File: config.mk
export PLATFORM = sky130hd
export DESIGN_NAME = pipelined_adder_p
export DESIGN_NICKNAME = d
export VERILOG_FILES = /design/src/rtl/pipelined_adder_p_pkg.sv /design/src/rtl/pipelined_adder_p_seg_adder.sv /design/src/rtl/pipelined_adder_p.sv
export SDC_FILE = /design/constraint.sdc
export NUM_CORES = 2
export LEC_CHECK = 0
export ABC_AREA = 1
export CORE_MARGIN = 8
export CORE_UTILIZATION = 52
export DETAILED_ROUTE_END_ITERATION = 6
export GPL_TIMING_DRIVEN = 0
export HOLD_SLACK_MARGIN = 0.1
export PLACE_DENSITY = 0.77
export RECOVER_POWER = 25
export SLEW_MARGIN = 20
export SYNTH_ARGS = -nofsm -noshare
export SYNTH_HDL_FRONTEND = slang
export SYNTH_SLANG_ARGS = --single-unit
File: constraint.sdc
create_clock -name clk -period 2.7 [get_ports clk]
set_clock_uncertainty 0.2 [all_clocks]
set_input_delay 0.54 -clock clk [delete_from_list [all_inputs] [get_ports clk]]
set_output_delay 0.54 -clock clk [all_outputs]
set_load 0.005 [all_outputs]
File: src/rtl/pipelined_adder_p_pkg.sv
// Shared sizing for the segmented pipelined adder: default widths and
// the pipeline depth derived from them.
package pipelined_adder_p_pkg;

    localparam int DEFAULT_WIDTH = 128;
    localparam int DEFAULT_SEG   = 32;

    function automatic int stages_of(input int width, input int seg);
        return width / seg;
    endfunction

endpackage

File: src/rtl/pipelined_adder_p_seg_adder.sv
// Combinational SEG-bit adder slice; also exposes the carry into its MSB
// so the top slice can derive signed overflow.
module seg_adder
    import pipelined_adder_p_pkg::*;
#(
    parameter int SEG = DEFAULT_SEG
) (
    input  logic [SEG-1:0] a,
    input  logic [SEG-1:0] b,
    input  logic           cin,
    output logic [SEG-1:0] sum,
    output logic           cout,
    output logic           c_msb
);

    logic [SEG:0] full;

    assign full  = {1'b0, a} + {1'b0, b} + {{SEG{1'b0}}, cin};
    assign sum   = full[SEG-1:0];
    assign cout  = full[SEG];
    // Sum bit = a ^ b ^ carry-in, so the carry into the MSB falls out directly.
    assign c_msb = a[SEG-1] ^ b[SEG-1] ^ full[SEG-1];

endmodule

File: src/rtl/pipelined_adder_p.sv
// Add/subtract pipeline that sums one SEG-bit slice per stage, carrying the
// not-yet-added operand bits forward in shrinking skew registers.
module pipelined_adder_p
    import pipelined_adder_p_pkg::*;
#(
    parameter int WIDTH = DEFAULT_WIDTH,
    parameter int SEG   = DEFAULT_SEG
) (
    input  logic             clk,
    input  logic             rst,
    input  logic             in_valid,
    output logic             in_ready,
    input  logic [WIDTH-1:0] a,
    input  logic [WIDTH-1:0] b,
    input  logic             cin,
    input  logic             sub,
    output logic             out_valid,
    input  logic             out_ready,
    output logic [WIDTH-1:0] sum,
    output logic             cout,
    output logic             ovf
);

    localparam int STAGES = stages_of(WIDTH, SEG);

    logic en;

    assign en       = !out_valid || out_ready;
    assign in_ready = en;

    for (genvar k = 0; k < STAGES; k++) begin : g_stage
        localparam int DONE = k * SEG;
        localparam int REM  = WIDTH - DONE;

        logic [REM-1:0]      a_rem;
        logic [REM-1:0]      b_rem;
        logic [DONE+SEG-1:0] res_d;
        logic [DONE+SEG-1:0] res_q;
        logic                valid_in;
        logic                sub_in;
        logic                carry_in;
        logic                v_q;
        logic                c_q;
        logic [SEG-1:0]      seg_b;
        logic [SEG-1:0]      seg_sum;
        logic                seg_cout;
        logic                seg_cmsb;

        // Subtraction is a + ~b + ~cin; the mode bit rides along with each beat.
        if (k == 0) begin : g_src
            assign a_rem    = a;
            assign b_rem    = b;
            assign valid_in = in_valid;
            assign sub_in   = sub;
            assign carry_in = sub ? ~cin : cin;
            assign res_d    = seg_sum;
        end else begin : g_src
            assign a_rem    = g_stage[k-1].g_skew.a_q;
            assign b_rem    = g_stage[k-1].g_skew.b_q;
            assign valid_in = g_stage[k-1].v_q;
            assign sub_in   = g_stage[k-1].g_skew.sub_q;
            assign carry_in = g_stage[k-1].c_q;
            assign res_d    = {seg_sum, g_stage[k-1].res_q};
        end

        assign seg_b = sub_in ? ~b_rem[SEG-1:0] : b_rem[SEG-1:0];

        seg_adder #(.SEG(SEG)) u_seg (
            .a    (a_rem[SEG-1:0]),
            .b    (seg_b),
            .cin  (carry_in),
            .sum  (seg_sum),
            .cout (seg_cout),
            .c_msb(seg_cmsb)
        );

        always_ff @(posedge clk or negedge rst) begin
            if (!rst) begin
                v_q   <= 1'b0;
                c_q   <= 1'b0;
                res_q <= '0;
            end else if (en) begin
                v_q   <= valid_in;
                c_q   <= seg_cout;
                res_q <= res_d;
            end
        end

        // Only the top slice's MSB carry is meaningful for signed overflow.
        if (k < STAGES - 1) begin : g_skew
            logic [REM-SEG-1:0] a_q;
            logic [REM-SEG-1:0] b_q;
            logic               sub_q;
            logic               unused_cmsb;

            assign unused_cmsb = seg_cmsb;

            always_ff @(posedge clk or negedge rst) begin
                if (!rst) begin
                    a_q   <= '0;
                    b_q   <= '0;
                    sub_q <= 1'b0;
                end else if (en) begin
                    a_q   <= a_rem[REM-1:SEG];
                    b_q   <= b_rem[REM-1:SEG];
                    sub_q <= sub_in;
                end
            end
        end else begin : g_out
            logic ovf_q;

            always_ff @(posedge clk or negedge rst) begin
                if (!rst) begin
                    ovf_q <= 1'b0;
                end else if (en) begin
                    ovf_q <= seg_cmsb ^ seg_cout;
                end
            end
        end
    end

    assign out_valid = g_stage[STAGES-1].v_q;
    assign sum       = g_stage[STAGES-1].res_q;
    assign cout      = g_stage[STAGES-1].c_q;
    assign ovf       = g_stage[STAGES-1].g_out.ovf_q;

endmodule

==> flow_metrics.tcl <==
set metrics [dict create \
    clock.fmax_ghz 0.358 \
    start_util 0.523 \
    worstPathArrival_ps 3110 \
    finalPower_w 0.0701 \
    async_reset_ff_frac 1.00 \
    synth_edf_count 0 \
    grt_pass1_wl_um 182000 \
    clock_latency_ps 630 \
    gp_congestion 0.911 \
    dp_cells 6355 \
    violations "setup timing" \
    hold_path_class "flip-flop to flip-flop" \
    dr.pass1.iters 6 \
    cts.sinks 716 \
    power_density_mw_per_mm2 1460 \
    worstReg2RegStart "g_stage[1].g_skew.sub_q" \
    syn_nets 5400 \
    via_per_inst 5.18 \
    peakVddDrop_mv 0.754 \
    grt_use_total 0.281 \
    antenna_left 0 \
    outcome "finished, violations left" \
    cts-root-buf "clkbuf_16" \
    end_kind "flip-flop" \
    synth_top_area_share 0.482 \
    synth.largest_area_cell "dfrtp_1" \
    slew-limit-headroom 0.165 \
    ctsLongestPathBuffers 3 \
    wl_per_cell_um 18.2 \
    cts_tree "done" \
    start_kind "flip-flop" \
    slew_viol_final 0 \
    final_core_util 0.677 \
    cap_violations 0 \
    setup_viol 15 \
    rows 98 \
    dieWidth_um 283 \
    cp_max_fo 7 \
    yosysWarnings 0 \
    synth.distinct_cells 31 \
    vias 34189 \
    finalCritPeriodShare 1.03 \
    ys_seq_area_frac 0.482 \
    worst_pin_slew_ps 1250 \
    reg2reg_to "g_stage[2].res_q[94]" \
    hpwl_um 86900 \
    syn_area_per_cell_um2 7.43 \
    drive_gt1_frac 0.142 \
    finalWorstSetupSlack_ps -90.8 \
    hold_viol_final 0 \
    cts_buffers 76 \
    die_area_mm2 0.0803 \
    routed_wl_um 120000 \
    grt-ovfl-total 0 \
    rsz0062_at_grt "true" \
    netlist_instances 5006 \
    rr_worst_depth 17 \
    ys.flop_type "dfrtp_1" \
    io_buffers 392 \
    die_h_um 283 \
    fin_cells 6603 \
    pin_count 394 \
    r2r_slack_ps -90 \
    synth_area_leaders "dfrtp_1, nand2_1, inv_1" \
    nNetsFinal 5990 \
    crit_type "flip-flop to flip-flop" \
    grt_pass1_vias 33017 \
    drt_iter0_drc 2840 \
    drc 0 \
    synthesis.area_mm2 0.0372 \
    startpoint "g_stage[1].g_skew.sub_q" \
    p_leak_nw 25.5 \
    grt_max_degree 100 \
    core_area_mm2 0.0711 \
    clk_pin_slew_ps 60 \
    grt_antenna_before_repair 5 \
    synth-seq-cells 716 \
    fillCellCount 5917 \
    endpoint "g_stage[2].res_q[94]" \
    area_delta_synth_final_pct 29.5 \
    cts_max_level 3 \
    period_minus_slack_ps 2790 \
    cp.required_ps 3020 \
]
## worst min-delay path by stage
| stage | from | to | slack [ps] | depth (start not counted) |
|---|---|---|---|---|
| final | g_stage[0].res_q[27] | g_stage[1].res_q[27] | 240 | 2 |
| after global routing | b[57] | g_stage[0].g_skew.b_q[25] | 250 | 3 |
| after CTS | b[40] | g_stage[0].g_skew.b_q[8] | 210 | 3 |
| after detailed placement | g_stage[0].g_skew.b_q[47] | g_stage[1].g_skew.b_q[15] | 250 | 2 |
| after global placement | g_stage[0].res_q[6] | g_stage[1].res_q[6] | 250 | 2 |
| after floorplan | rst | cout | 40 | 0 |
## cell usage after synthesis (24+ instances only)
cell type  number
buf_2         119
nand4_1        39
nor3_1         27
o21ai_0       103
nand3_1       170
ha_1          124
nand2_2        24
nor2_1        197
a21oi_1       108
dfrtp_1       716
inv_1         447
clkbuf_1       48
xor2_1        140
nand2_1      2608
## through the flow
stage	worst slack (ps)	area [um^2]	setup TNS [ps]	hold slack [ps]
2_1_floorplan	2.74	37300	0	44.4
3_3_place_gp	-30730	42400	-	247
3_5_place_dp	-970	42600	-108960	252
4_1_cts	-175	46000	-1930	214
5_1_grt	-224	48200	-7330	246
6_report	-90.8	48200	-528	239
## sequential cells by signal, indices dropped and copies added, names as in the netlist
signal and flops:
g_stage.g_skew.a_q 192, g_stage.g_skew.b_q 192, g_stage.res_q 192, sum 128
g_stage.c_q 3, g_stage.g_skew.sub_q 3, g_stage.v_q 3, cout 1
out_valid 1, ovf 1
## placed cells by master (no fill, tap or decap), types with 25 or more instances in the layout
master,synthesis,routed
a21oi_1,108,62
a21oi_2,4,44
buf_2,119,108
buf_4,0,100
clkbuf_1,48,51
clkbuf_16,0,81
clkdlybuf4s50_1,0,388
dfrtp_1,716,714
ha_1,124,68
ha_4,0,34
inv_1,447,434
nand2_1,2608,2498
nand2_2,24,108
nand2_4,0,25
nand3_1,170,129
nand3_2,6,41
nand4_1,39,39
nor2_1,197,142
nor2_2,6,43
o21ai_0,103,97
o21ai_1,23,26
xor2_1,140,116
## layout make-up
class / count / area (um^2) / area share
tap: 950 / 1190 / 0.0247
sequential: 716 / 17900 / 0.372
antenna: 3 / 7.51 / 0.000156
multi-input combinational: 3667 / 18800 / 0.391
clock buffer: 93 / 2030 / 0.0420
buffer: 170 / 953 / 0.0198
inverter: 450 / 1690 / 0.0352
clock inverter: 39 / 468 / 0.00971
timing repair buffer: 515 / 5090 / 0.106
## worst max-delay path, cell delays in order, from the launching register on
cell	delay, ps
dfrtp_1	390
clkbuf_16	180
buf_12	150
xnor2_4	120
fa_2	370
fa_2	380
inv_2	70
nand3_2	90
nand3_4	110
nand2_2	60
nand2_2	80
nand2_2	70
nand2_4	110
nand2_2	60
nand2_1	60
nand2_1	50
nand3_2	60
nand2_1	50
## timing repair
| action | 4_1_cts | 5_1_grt |
|---|---|---|
| setup buffers | 39 | 79 |
| cloned | 0 | 3 |
| hold buffers | 1 | 0 |
| gates resized for setup | 169 | 354 |
| setup endpoints to repair | 79 | 82 |
| pin swaps | 44 | 179 |
| endpoints found under the hold margin | 63 | 0 |
## kinds of logic after synthesis
group | synth area share
compound gates | 0.0385
xor+xnor | 0.0379
fa+ha+maj | 0.0460
buf+inv | 0.0669
flops | 0.482
simple gates | 0.329
## metal layers
layer,up-vias,part of all wire,track usage,wire [um]
met5,-,0.000058,0,7
met2,1120,0.46,0.452,55500
li1,16491,-,-,-
met3,233,0.069,0.0488,8240
met4,2,0.038,0.0955,4540
met1,16343,0.43,0.385,51600
## report_power, final
part / switching [W] / internal (W) / leakage, nW
clock: 0.00447 / 0.00614 / 1.22
combinational: 0.0245 / 0.0164 / 15.6
sequential: 0.00306 / 0.0155 / 8.63
total: 0.0320 / 0.0381 / 25.5
No activity file was read; power rests on OpenSTA's default activity.
